==> src/rtl/bfs_update_packer_if.sv <==
// Purpose: bundles the update-FIFO read side, the flush/done sideband and the AXI-Stream beat output of the BFS update packer.
// Latency: none, wires only.
// Backpressure: m_tready from the stream sink; upd_rd_en pops the FWFT update FIFO.
// Modports: master = packer side (drives upd_rd_en, m_t*, upd_count, done); slave = FIFO/sink/control side.
interface bfs_update_packer_if #(
  parameter int UPD_W = 64,
  parameter int PACK  = 8
);
  logic                      upd_valid;
  logic [UPD_W-1:0]          upd_dout;
  logic                      upd_rd_en;
  logic                      flush;
  logic [UPD_W*PACK-1:0]     m_tdata;
  logic [UPD_W*PACK/8-1:0]   m_tkeep;
  logic                      m_tvalid;
  logic                      m_tready;
  logic                      m_tlast;
  logic [31:0]               upd_count;
  logic                      done;

  modport master (
    input  upd_valid, upd_dout, flush, m_tready,
    output upd_rd_en, m_tdata, m_tkeep, m_tvalid, m_tlast, upd_count, done
  );

  modport slave (
    output upd_valid, upd_dout, flush, m_tready,
    input  upd_rd_en, m_tdata, m_tkeep, m_tvalid, m_tlast, upd_count, done
  );
endinterface

==> src/rtl/bfs_update_packer.sv <==
// Purpose: packs PACK vertex updates from a FWFT FIFO into one AXI-Stream beat; flush closes a partial beat with m_tlast.
// Latency: a full beat is valid PACK cycles after its first pop (m_tvalid registered, the cycle after the filling pop).
// Backpressure: while a beat waits for m_tready no pops occur and the beat is held stable.
// Ports: gt_txusrclk clock, peripheral_reset async active-high, bus = bfs_update_packer_if.master.
module bfs_update_packer #(
  parameter int UPD_W = 64,
  parameter int PACK  = 8
) (
  input  logic                  gt_txusrclk,
  input  logic                  peripheral_reset,
  bfs_update_packer_if.master   bus
);

  localparam int SLOT_W = (PACK > 1) ? $clog2(PACK) : 1;
  localparam int LANE_B = UPD_W / 8;
  localparam int KEEP_W = UPD_W * PACK / 8;

  typedef enum logic {FILL, SEND} state_t;

  state_t                 state;
  logic [SLOT_W-1:0]      slot;
  logic                   full;        // slot == PACK, kept apart so slot stays SLOT_W bits
  logic                   flush_pend;
  logic [UPD_W*PACK-1:0]  beat;
  logic [KEEP_W-1:0]      keep_r;
  logic                   tvalid_r;
  logic                   tlast_r;
  logic                   done_r;
  logic [31:0]            cnt;

  logic                   pop;
  logic                   last_lane;
  logic                   flush_seen;
  logic [KEEP_W-1:0]      part_keep;

  // Reset term keeps the pop strobe low while reset is held, even with the FIFO non-empty.
  assign pop        = bus.upd_valid && (state == FILL) && !full && !peripheral_reset;
  assign last_lane  = (slot == SLOT_W'(PACK - 1));
  assign flush_seen = flush_pend | bus.flush;

  // Byte enables for lanes 0..slot-1 of a flushed partial beat.
  always_comb begin
    part_keep = '0;
    for (int k = 0; k < PACK; k++) begin
      if (k < int'(slot)) part_keep[k*LANE_B +: LANE_B] = '1;
    end
  end

  always_ff @(posedge gt_txusrclk or posedge peripheral_reset) begin
    if (peripheral_reset) begin
      state      <= FILL;
      slot       <= '0;
      full       <= 1'b0;
      flush_pend <= 1'b0;
      beat       <= '0;
      keep_r     <= '0;
      tvalid_r   <= 1'b0;
      tlast_r    <= 1'b0;
      done_r     <= 1'b0;
      cnt        <= '0;
    end else begin
      done_r <= 1'b0;
      case (state)
        FILL: begin
          if (pop) begin
            beat[slot*UPD_W +: UPD_W] <= bus.upd_dout;
            cnt                       <= cnt + 32'd1;
            flush_pend                <= flush_seen;
            if (last_lane) begin
              // The FWFT FIFO gives no lookahead past the head, so a flush already
              // seen when the beat fills marks it as the iteration's last beat
              // instead of emitting an empty trailing beat.
              full     <= 1'b1;
              state    <= SEND;
              tvalid_r <= 1'b1;
              keep_r   <= '1;
              tlast_r  <= flush_seen;
            end else begin
              slot <= slot + 1'b1;
            end
          end else if (flush_pend && !bus.upd_valid) begin
            // FIFO drained after flush: close the partial beat, or finish directly if empty.
            // A flush pulse landing now is absorbed into the pending one.
            if (slot != '0) begin
              state    <= SEND;
              tvalid_r <= 1'b1;
              keep_r   <= part_keep;
              tlast_r  <= 1'b1;
            end else begin
              flush_pend <= 1'b0;
              done_r     <= 1'b1;
            end
          end else begin
            flush_pend <= flush_seen;
          end
        end
        SEND: begin
          if (bus.m_tready) begin
            state    <= FILL;
            slot     <= '0;
            full     <= 1'b0;
            beat     <= '0;
            keep_r   <= '0;
            tvalid_r <= 1'b0;
            tlast_r  <= 1'b0;
            if (tlast_r) begin
              flush_pend <= 1'b0;
              done_r     <= 1'b1;
            end else begin
              flush_pend <= flush_seen;
            end
          end else begin
            flush_pend <= flush_seen;
          end
        end
        default: state <= FILL;
      endcase
    end
  end

  assign bus.upd_rd_en = pop;
  assign bus.m_tdata   = beat;
  assign bus.m_tkeep   = keep_r;
  assign bus.m_tvalid  = tvalid_r;
  assign bus.m_tlast   = tlast_r;
  assign bus.upd_count = cnt;
  assign bus.done      = done_r;

endmodule

==> src/flat_wrapper.sv <==
// flat-port wrapper written by rule: the top's interface ports become plain ports
module bfs_update_packer_flat 
#(
  parameter int UPD_W = 64,
  parameter int PACK  = 8
)
  (gt_txusrclk, peripheral_reset, bus_upd_valid, bus_upd_dout, bus_flush, bus_m_tready, bus_upd_rd_en, bus_m_tdata, bus_m_tkeep, bus_m_tvalid, bus_m_tlast, bus_upd_count, bus_done);
  bfs_update_packer_if #(.UPD_W(UPD_W), .PACK(PACK)) bus_i ();
  input  logic gt_txusrclk;
  input  logic peripheral_reset;
  input wire logic [$bits(bus_i.upd_valid)-1:0] bus_upd_valid;
  input wire logic [$bits(bus_i.upd_dout)-1:0] bus_upd_dout;
  input wire logic [$bits(bus_i.flush)-1:0] bus_flush;
  input wire logic [$bits(bus_i.m_tready)-1:0] bus_m_tready;
  output wire logic [$bits(bus_i.upd_rd_en)-1:0] bus_upd_rd_en;
  output wire logic [$bits(bus_i.m_tdata)-1:0] bus_m_tdata;
  output wire logic [$bits(bus_i.m_tkeep)-1:0] bus_m_tkeep;
  output wire logic [$bits(bus_i.m_tvalid)-1:0] bus_m_tvalid;
  output wire logic [$bits(bus_i.m_tlast)-1:0] bus_m_tlast;
  output wire logic [$bits(bus_i.upd_count)-1:0] bus_upd_count;
  output wire logic [$bits(bus_i.done)-1:0] bus_done;
  assign bus_i.upd_valid = bus_upd_valid;
  assign bus_i.upd_dout = bus_upd_dout;
  assign bus_i.flush = bus_flush;
  assign bus_i.m_tready = bus_m_tready;
  assign bus_upd_rd_en = bus_i.upd_rd_en;
  assign bus_m_tdata = bus_i.m_tdata;
  assign bus_m_tkeep = bus_i.m_tkeep;
  assign bus_m_tvalid = bus_i.m_tvalid;
  assign bus_m_tlast = bus_i.m_tlast;
  assign bus_upd_count = bus_i.upd_count;
  assign bus_done = bus_i.done;
  bfs_update_packer #(.UPD_W(UPD_W), .PACK(PACK)) u_core (.gt_txusrclk(gt_txusrclk), .peripheral_reset(peripheral_reset), .bus(bus_i));
endmodule
==> config.mk <==
export PLATFORM = sky130hd
export DESIGN_NAME = bfs_update_packer_flat
export DESIGN_NICKNAME = d
export VERILOG_FILES = /design/src/rtl/bfs_update_packer_if.sv /design/src/rtl/bfs_update_packer.sv /design/src/flat_wrapper.sv
export SDC_FILE = /design/constraint.sdc
export NUM_CORES = 1
export LEC_CHECK = 0
export CORE_AREA = 3 3 267 269
export CTS_CLUSTER_DIAMETER = 50
export CTS_CLUSTER_SIZE = 25
export DETAILED_ROUTE_END_ITERATION = 16
export DIE_AREA = 0 0 270 272
export MAX_ROUTING_LAYER = met4
export PLACE_DENSITY_LB_ADDON = 0.05
export SYNTH_ARGS = -nofsm -noshare
export SYNTH_HDL_FRONTEND = slang
export SYNTH_SLANG_ARGS = --single-unit
==> constraint.sdc <==
create_clock -name gt_txusrclk -period 25.6 [get_ports gt_txusrclk]
set_input_delay 5.12 -clock gt_txusrclk [delete_from_list [all_inputs] [get_ports gt_txusrclk]]
set_output_delay 5.12 -clock gt_txusrclk [all_outputs]
set_load 0.005 [all_outputs]
## Word-level counts from Yosys, hierarchy flattened

Index checks and enable logic that the tools add are counted.

- Memories: 0
- Latch bits: 0
- Input bits: 69
- Bits in writable memories: 0
- Output and inout bits: 612
- Register bits after elaboration: 617
- Bits in read-only memories: 0
- Word-level logic and storage cells: 96

- Equality and inequality tests: 9
- Order comparisons: 7
- Multiplexer cells: 50
- Reductions and logical operators: 13
- Add/sub/neg operators: 3
- Bitwise operators: 2
- Multipliers: 0
- Divide/modulo/power cells: 0
- Shift operators: 2

Operators by type and width:

| kind | number |
|---|---|
| $mux W512 | 2 |
| $pmux W512 S2 | 1 |
| $bwmux W512 | 1 |
| $shift A64 B34 Y512 const A | 1 |
| $shiftx A64 B34 Y512 | 1 |
| $mux W64 | 5 |
| $pmux W64 S2 | 1 |
| $mux W8 | 7 |
| $neg A9 Y34 | 1 |
| $add A32 B1 Y32 const B | 1 |
| $mux W1 | 23 |
| $pmux W1 S2 | 6 |
| $lt A3 B3 Y1 const A | 3 |
| $mux W3 | 3 |
| $lt A1 B3 Y1 const A | 2 |
| $lt A2 B3 Y1 const A | 2 |
| $ne A2 B2 Y1 const B | 3 |
| $ne A3 B3 Y1 const B | 2 |
| $pmux W3 S2 | 1 |
| $reduce_and A3 Y1 | 2 |
| $logic_and A1 B1 Y1 | 4 |
| $ne A4 B4 Y1 const B | 1 |
| $reduce_and A2 Y1 | 2 |
| $reduce_and A4 Y1 | 1 |
| 8 further kinds | 10 |

## Longest topological paths before layout

Gate-level depths: netlist (run 1).

- Depth in word-level cells: 6
- Gate-level depth with buffers: 10
- Gate-level depth less buffers: 7

## Worst setup path before layout (run 1)

Ideal clock, no wire load.

- Path kind: input-to-output
- Start point: in peripheral_reset
- End point: out bus_upd_rd_en
- Path buffers: 1
- Stages on the path: 3
- Data arrival time: 6.015 ns
- Slack: 14.465 ns
- Data required time: 20.480 ns
- Path through: or4b_4 -> inv_2 -> clkbuf_1

- Longest elaborated chain between the ends: 2

RTL lines:

| what | RTL line | source |
|---|---|---|
| from (decl) | flat_wrapper.sv:10 | `input logic peripheral_reset;` |
| $logic_not A1 Y1 | bfs_update_packer.sv:37 | `assign pop = bus.upd_valid && (state == FILL) && !full && !peripheral_reset;` |
| $logic_and A1 B1 Y1 | bfs_update_packer.sv:37 |  |
| to (decl) | flat_wrapper.sv:15 | `output wire logic [$bits(bus_i.upd_rd_en)-1:0] bus_upd_rd_en;` |

No other way between the ends.

## Final worst setup path (run 1)

Same ends and word-level chain as after synthesis.

==> results.ini, run 1 <==
[outcome]
outcome = finished, final reports clean

[cts]
root_buffer = clkbuf_16
insertion_delay_ns = 0.60
path_clk_slew_ns = 0.05
cts_tree = yes
hold_buffers = 0
cts_made_buffers = 74
postCtsSetupBuffers = 0
cts-resized-gates = 0
clkSinkCount = 561
ctsHtreeMaxLevel = 3
clockBufferDepth = 3

[routing]
post_drt_wl_per_cell_um = 28.9
via_per_inst = 5.19
dr.first_iter.drc_count = 1050
drc = 0
final_antenna_net_count = 0
wl_um = 87600
dr.pass1.iters = 5
dr_total_vias = 15732

[worst_setup_path]
crit_top_cell = clkdlybuf4s50_1
max_stage_delay_ns = 0.66
r2r_slack_ns = 21.76
reg2reg_from = u_core.state
critPathSlowestCell = or4b_4
cp_cell_sequence = clkdlybuf4s50_1, or4b_4, inv_2, clkdlybuf4s50_1
endpoint_kind = primary output
critPathKind = input pin to primary output
arrival_ns = 7.19
r2r_end = u_core.bus.m_tdata[97]
required_ns = 20.48
path_delay_family = buffers and inverters
path_depth = 4
start_kind = input pin
critPathBufInv = 3
crit_fanout = 18
reg2reg_depth = 7

[min_path]
min_path_cells = 2
min-delay-start = u_core.bus.m_tdata[66]
worstHoldPathType = flip-flop to flip-flop
holdPathEnd = u_core.bus.m_tdata[66]

[final_layout]
n_fill_cell = 6248
fin_util_pct = 44.5
drive_above_1_share_pct = 8.00
ff_latch_area_mm2 = 0.0140
layout.nets = 2119
multi_input_area_mm2 = 0.00584
area_growth_pct = 45.5

[floorplan]
initial_core_util_pct = 30.6
die-area_mm2 = 0.0734
dieWidth_um = 270
io_pins = 681
num_rows = 96
die_h_um = 272
core_mm2 = 0.0688

[timing]
finalMaxSlewViolations = 0
rsz0062_at_grt = false
worstMarginPinSlew_ns = 1.21
post-route-period-util_pct = 48.1
finalSetupViolCount = 0
period_needed_ns = 12.31
fin_skew_ns = 0.0195
max_freq_mhz = 81.3
hold_viol_final = 0
layout_setup_ws_ns = 13.29
finalSetupTns_ns = 0
max_slew_margin_pct = 17.8

[synthesis]
synth_xor_area_share_pct = 1.29
synth_cell_types = 44
yosysTopAreaCellShare_pct = 66.8
synthSimpleGateAreaFrac_pct = 3.26
syn_nets = 1568
synth_edf_count = 0
yosysWarnings = 0
ys_seq_area_share_pct = 66.8
synth_compound_area_share_pct = 22.3
muxShareOfSynthArea_pct = 0
synth.most_common_cell = dfrtp_1
syn_inst = 1493
synth_common_cells = dfrtp_1 (561), a22o_1 (513), buf_1 (67)
syn_area_per_cell_um2 = 14.1
ys.flop_type = dfrtp_1
yosys.area.top_type = dfrtp_1
yosys_register_bits = 561
synth_fa_ha_area_share_pct = 0.357
synthArstFlopShare_pct = 100
synth_area_mm2 = 0.0210
synth_top_family_by_area = compound AO/OA/AOI/OAI gates
synthTopCellsByArea = dfrtp_1 (67%), a22o_1 (21%), buf_4 (2.0%)

[pwr]
p_total_mw = 4.15
power_density_mw_per_mm2 = 136
power.leakage_nw = 13.7
peakVddDrop_mv = 0.0545

[placement]
place_congestion = 0.825
io_buffers = 680
post-place-ws_ns = 13.28
hpwl_um = 57600

[global_route]
grt_max_degree = 168
grt_usage_pct = 24.0
antenna_found_initial = 1
grt_pass1_wl_um = 126000
grt_remaining_overflow = 0
grt_pass1_vias = 16243

[job]
cap_violations = 0

==> worst min-delay path, cell delays in order (launching register included) <==
cell and delay [ns]:
dfrtp_1 0.34, nand2_1 0.05, o21ai_0 0.06
==> state kept, by name, summed over array words and instances (netlist names), 3 cells and up <==
name                  count
u_core.bus.m_tdata      512
u_core.bus.upd_count     32
u_core.bus.m_tkeep        8
u_core.slot               3
==> cell type report <==
class	count	share of cell area, %
Sequential cell	561	45.9
Timing Repair Buffer	703	22.8
Multi-Input combinational cell	697	19.1
Clock buffer	87	6.48
Tap cell	931	3.81
Clock inverter	44	1.80
Inverter	7	0.110
Antenna cell	1	0.00818
==> stage by stage <==
stage,hold WS [ns],cell area (µm²),instances
after floorplan,0.465,21000,1493
after global placement,0.468,28100,2899
after detailed placement,0.478,28100,2899
after CTS,0.491,30600,3030
after global routing,0.504,30600,3031
final,0.482,30600,3031
==> kinds of logic (layout without fill, tap and decap cells) <==
logic type | Yosys count | in the layout
compound gates | 542 | 542
xor+xnor | 31 | 31
fa+ha+maj | 6 | 6
buf+inv | 235 | 841
flops | 561 | 561
other cells | 0 | 1
simple gates | 118 | 118
==> power by group <==
part / switching (mW) / internal [mW] / total (mW)
logic: 0.649 / 0.939 / 1.59
registers: 0.239 / 1.25 / 1.49
clock network: 0.428 / 0.639 / 1.07
==> worst max path at each step <==
stage          slack [ns]        startpoint              end
3_3_place_gp        13.28  peripheral_reset    bus_upd_rd_en
6_report            13.29  peripheral_reset    bus_upd_rd_en
5_1_grt             13.18  peripheral_reset    bus_upd_rd_en
3_5_place_dp        13.28  peripheral_reset    bus_upd_rd_en
4_1_cts             13.28  peripheral_reset    bus_upd_rd_en
2_1_floorplan        4.79  peripheral_reset  u_core.bus.done
==> cell usage in the layout, fill, tap and decap left out, types with 2 or more instances in the layout <==
cell type and instances:
clkinvlp_4 9, o21ai_4 7, inv_6 10, a21o_1 2
dfrtp_1 561, nand2_1 26, nor2_1 13, clkbuf_1 7
nor2_8 3, xor2_1 13, inv_1 5, nand3_1 15
clkinv_2 4, inv_8 6, nand2b_1 6, a21oi_1 2
xnor2_1 18, and3_1 6, nand4_1 16, bufinv_16 7
buf_4 22, a22o_1 513, and2_1 2, clkinv_8 4
nor4_1 6, clkinv_4 5, nor3_1 10, clkbuf_16 76
o2bb2ai_1 4, ha_1 6, and4_1 2, clkdlybuf4s50_1 680
o21ai_0 5, clkbuf_8 4, or4_1 3, nor2_4 3
==> per-layer routing <==
| metal | track usage [%] | up-vias | part of all wire (%) |
|---|---|---|---|
| met5 | - | - | 0 |
| met4 | 8.08 | 0 | 3.5 |
| met3 | 6.89 | 135 | 7.5 |
| met2 | 37.7 | 619 | 48 |
| met1 | 29.9 | 8316 | 42 |
| li1 | - | 6662 | - |
(Power assumes the default switching activity.)
==> run 2, diff against run 1 <==
- CORE_AREA: 3 3 267 269 -> 3 3 264 266
- DIE_AREA: 0 0 270 272 -> 0 0 267 269
- clock period: 25.6 -> 10.5 ns (I/O delays scaled with it)
==> results.ini, run 2 (synthesized netlist as in run 1, its figures left out) <==
[outcome]
outcome = finished, final reports clean

[floorplan]
die_h_um = 269
die-area_mm2 = 0.0718
io_pins = 681
dieWidth_um = 267
core_mm2 = 0.0673
initial_core_util_pct = 31.3
num_rows = 95

[placement]
placed_area_mm2 = 0.0280
hpwl_um = 55800
place_congestion = 0.802
place_inst = 2842
io_buffers = 680
post-place-ws_ns = 4.29

[timing]
rsz0062_at_grt = false
holdWs_ns = 0.463
finalSetupViolCount = 0
max_slew_margin_pct = 25.6
max_freq_mhz = 161
layout_setup_ws_ns = 4.28
fin_skew_ns = 0.0367
post-route-period-util_pct = 59.2
worstMarginPinSlew_ns = 1.11
hold_viol_final = 0
finalSetupTns_ns = 0
finalMaxSlewViolations = 0
period_needed_ns = 6.22

[worst_setup_path]
crit_end = bus_upd_rd_en
crit_fanout = 18
r2r_end = u_core.bus.m_tdata[419]
arrival_ns = 4.12
reg2reg_from = u_core.slot[0]
r2r_slack_ns = 6.88
reg2reg_depth = 8
crit_start = bus_upd_valid
endpoint_kind = primary output
required_ns = 8.40
start_kind = input pin
critPathKind = input pin to primary output

[cts]
ctsHtreeMaxLevel = 3
clockBufferDepth = 3
cts-resized-gates = 0
cts_tree = yes
clkSinkCount = 561
hold_buffers = 0
path_clk_slew_ns = 0.06
postCtsSetupBuffers = 0
insertion_delay_ns = 0.61
cts_made_buffers = 70
root_buffer = clkbuf_16

[global_route]
grt_pass1_vias = 15931
grt_max_degree = 169
antenna_found_initial = 1
grt_pass1_wl_um = 121000
grt_usage_pct = 23.8
grt_remaining_overflow = 0

[job]
cap_violations = 0

[min_path]
worstHoldPathType = flip-flop to flip-flop

[routing]
dr_wl_met3_um = 7400
wl_met2_um = 40900
met1_length_um = 34300
dr.first_iter.drc_count = 1120
wl_um = 85300
post_drt_wl_per_cell_um = 28.7
final_antenna_net_count = 0
dr_total_vias = 15587
route.top_layer_used = met4
via_per_inst = 5.24
drc = 0
dr.pass1.iters = 5

[pwr]
comb_power_share_pct = 38.3
power_density_mw_per_mm2 = 329
peakVddDrop_mv = 0.149
seqPwrFrac_pct = 36.0
p_total_mw = 10.1
intPower_mw = 6.90
power.leakage_nw = 13.7
pwr-share-clk_pct = 25.7
switchingPower_mw = 3.15
swShare_pct = 31.3

[final_layout]
largest_reg_flops = 512
postLayoutCellArea_mm2 = 0.0305
area_growth_pct = 45.2
layout.nets = 2116
mostFrequentLayoutCell = clkdlybuf4s50_1
fin_util_pct = 45.4
fin_cells = 2974
most-common-layout-cells = clkdlybuf4s50_1 (680), dfrtp_1 (561), a22o_1 (513)
drive_above_1_share_pct = 8.10

[run 2: cell count changes in the layout (fill, tap and decap cells not counted), moves of 2 or more]
| cell | previous run | this run |
|---|---|---|
| clkinv_2 | 4 | 10 |
| buf_12 | 1 | 3 |
| clkbuf_8 | 4 | 8 |
| inv_6 | 10 | 6 |
| clkbuf_1 | 7 | 5 |
[run 2: worst min path at each step]
stage	slack, ns	depth (start not counted)	from	end
final	0.46	1	u_core.bus.upd_count[31]	u_core.bus.upd_count[31]
after global routing	0.50	1	u_core.bus.upd_count[31]	u_core.bus.upd_count[31]
after CTS	0.47	1	u_core.bus.upd_count[31]	u_core.bus.upd_count[31]
after detailed placement	0.46	1	u_core.bus.upd_count[31]	u_core.bus.upd_count[31]
after global placement	0.46	1	u_core.bus.upd_count[31]	u_core.bus.upd_count[31]
after floorplan	0.46	1	u_core.bus.upd_count[31]	u_core.bus.upd_count[31]
[run 2: cell type report]
type                            instances  area (µm²)
Clock buffer                           88        2010
Clock inverter                         42         505
Fill cell                            6063       36700
Tap cell                              873        1090
Sequential cell                       561       14000
Timing Repair Buffer                  704        7020
Antenna cell                            2        5.00
Multi-Input combinational cell        697        5840
Inverter                                7        30.0
[run 2: power by group through the flow]
stage | clock [mW] | sequential (mW) | combinational, mW
2_1_floorplan | 0 | 3.64 | 1.25
3_3_place_gp | 0 | 3.61 | 3.91
3_5_place_dp | 0 | 3.63 | 3.91
4_1_cts | 2.64 | 3.62 | 3.92
5_1_grt | 2.73 | 3.74 | 4.08
6_report | 2.58 | 3.62 | 3.85
[run 2: critical path, stage by stage]
cell and delay [ns]:
clkdlybuf4s50_1 0.52, or4b_4 0.61, inv_2 0.30, clkdlybuf4s50_1 0.58
[run 2: per-layer routing]
| metal | vias to the layer above | track usage [%] |
|---|---|---|
| met5 | - | - |
| met4 | 0 | 7.41 |
| met3 | 122 | 8.21 |
| met2 | 583 | 37.3 |
| met1 | 8238 | 28.9 |
| li1 | 6644 | - |
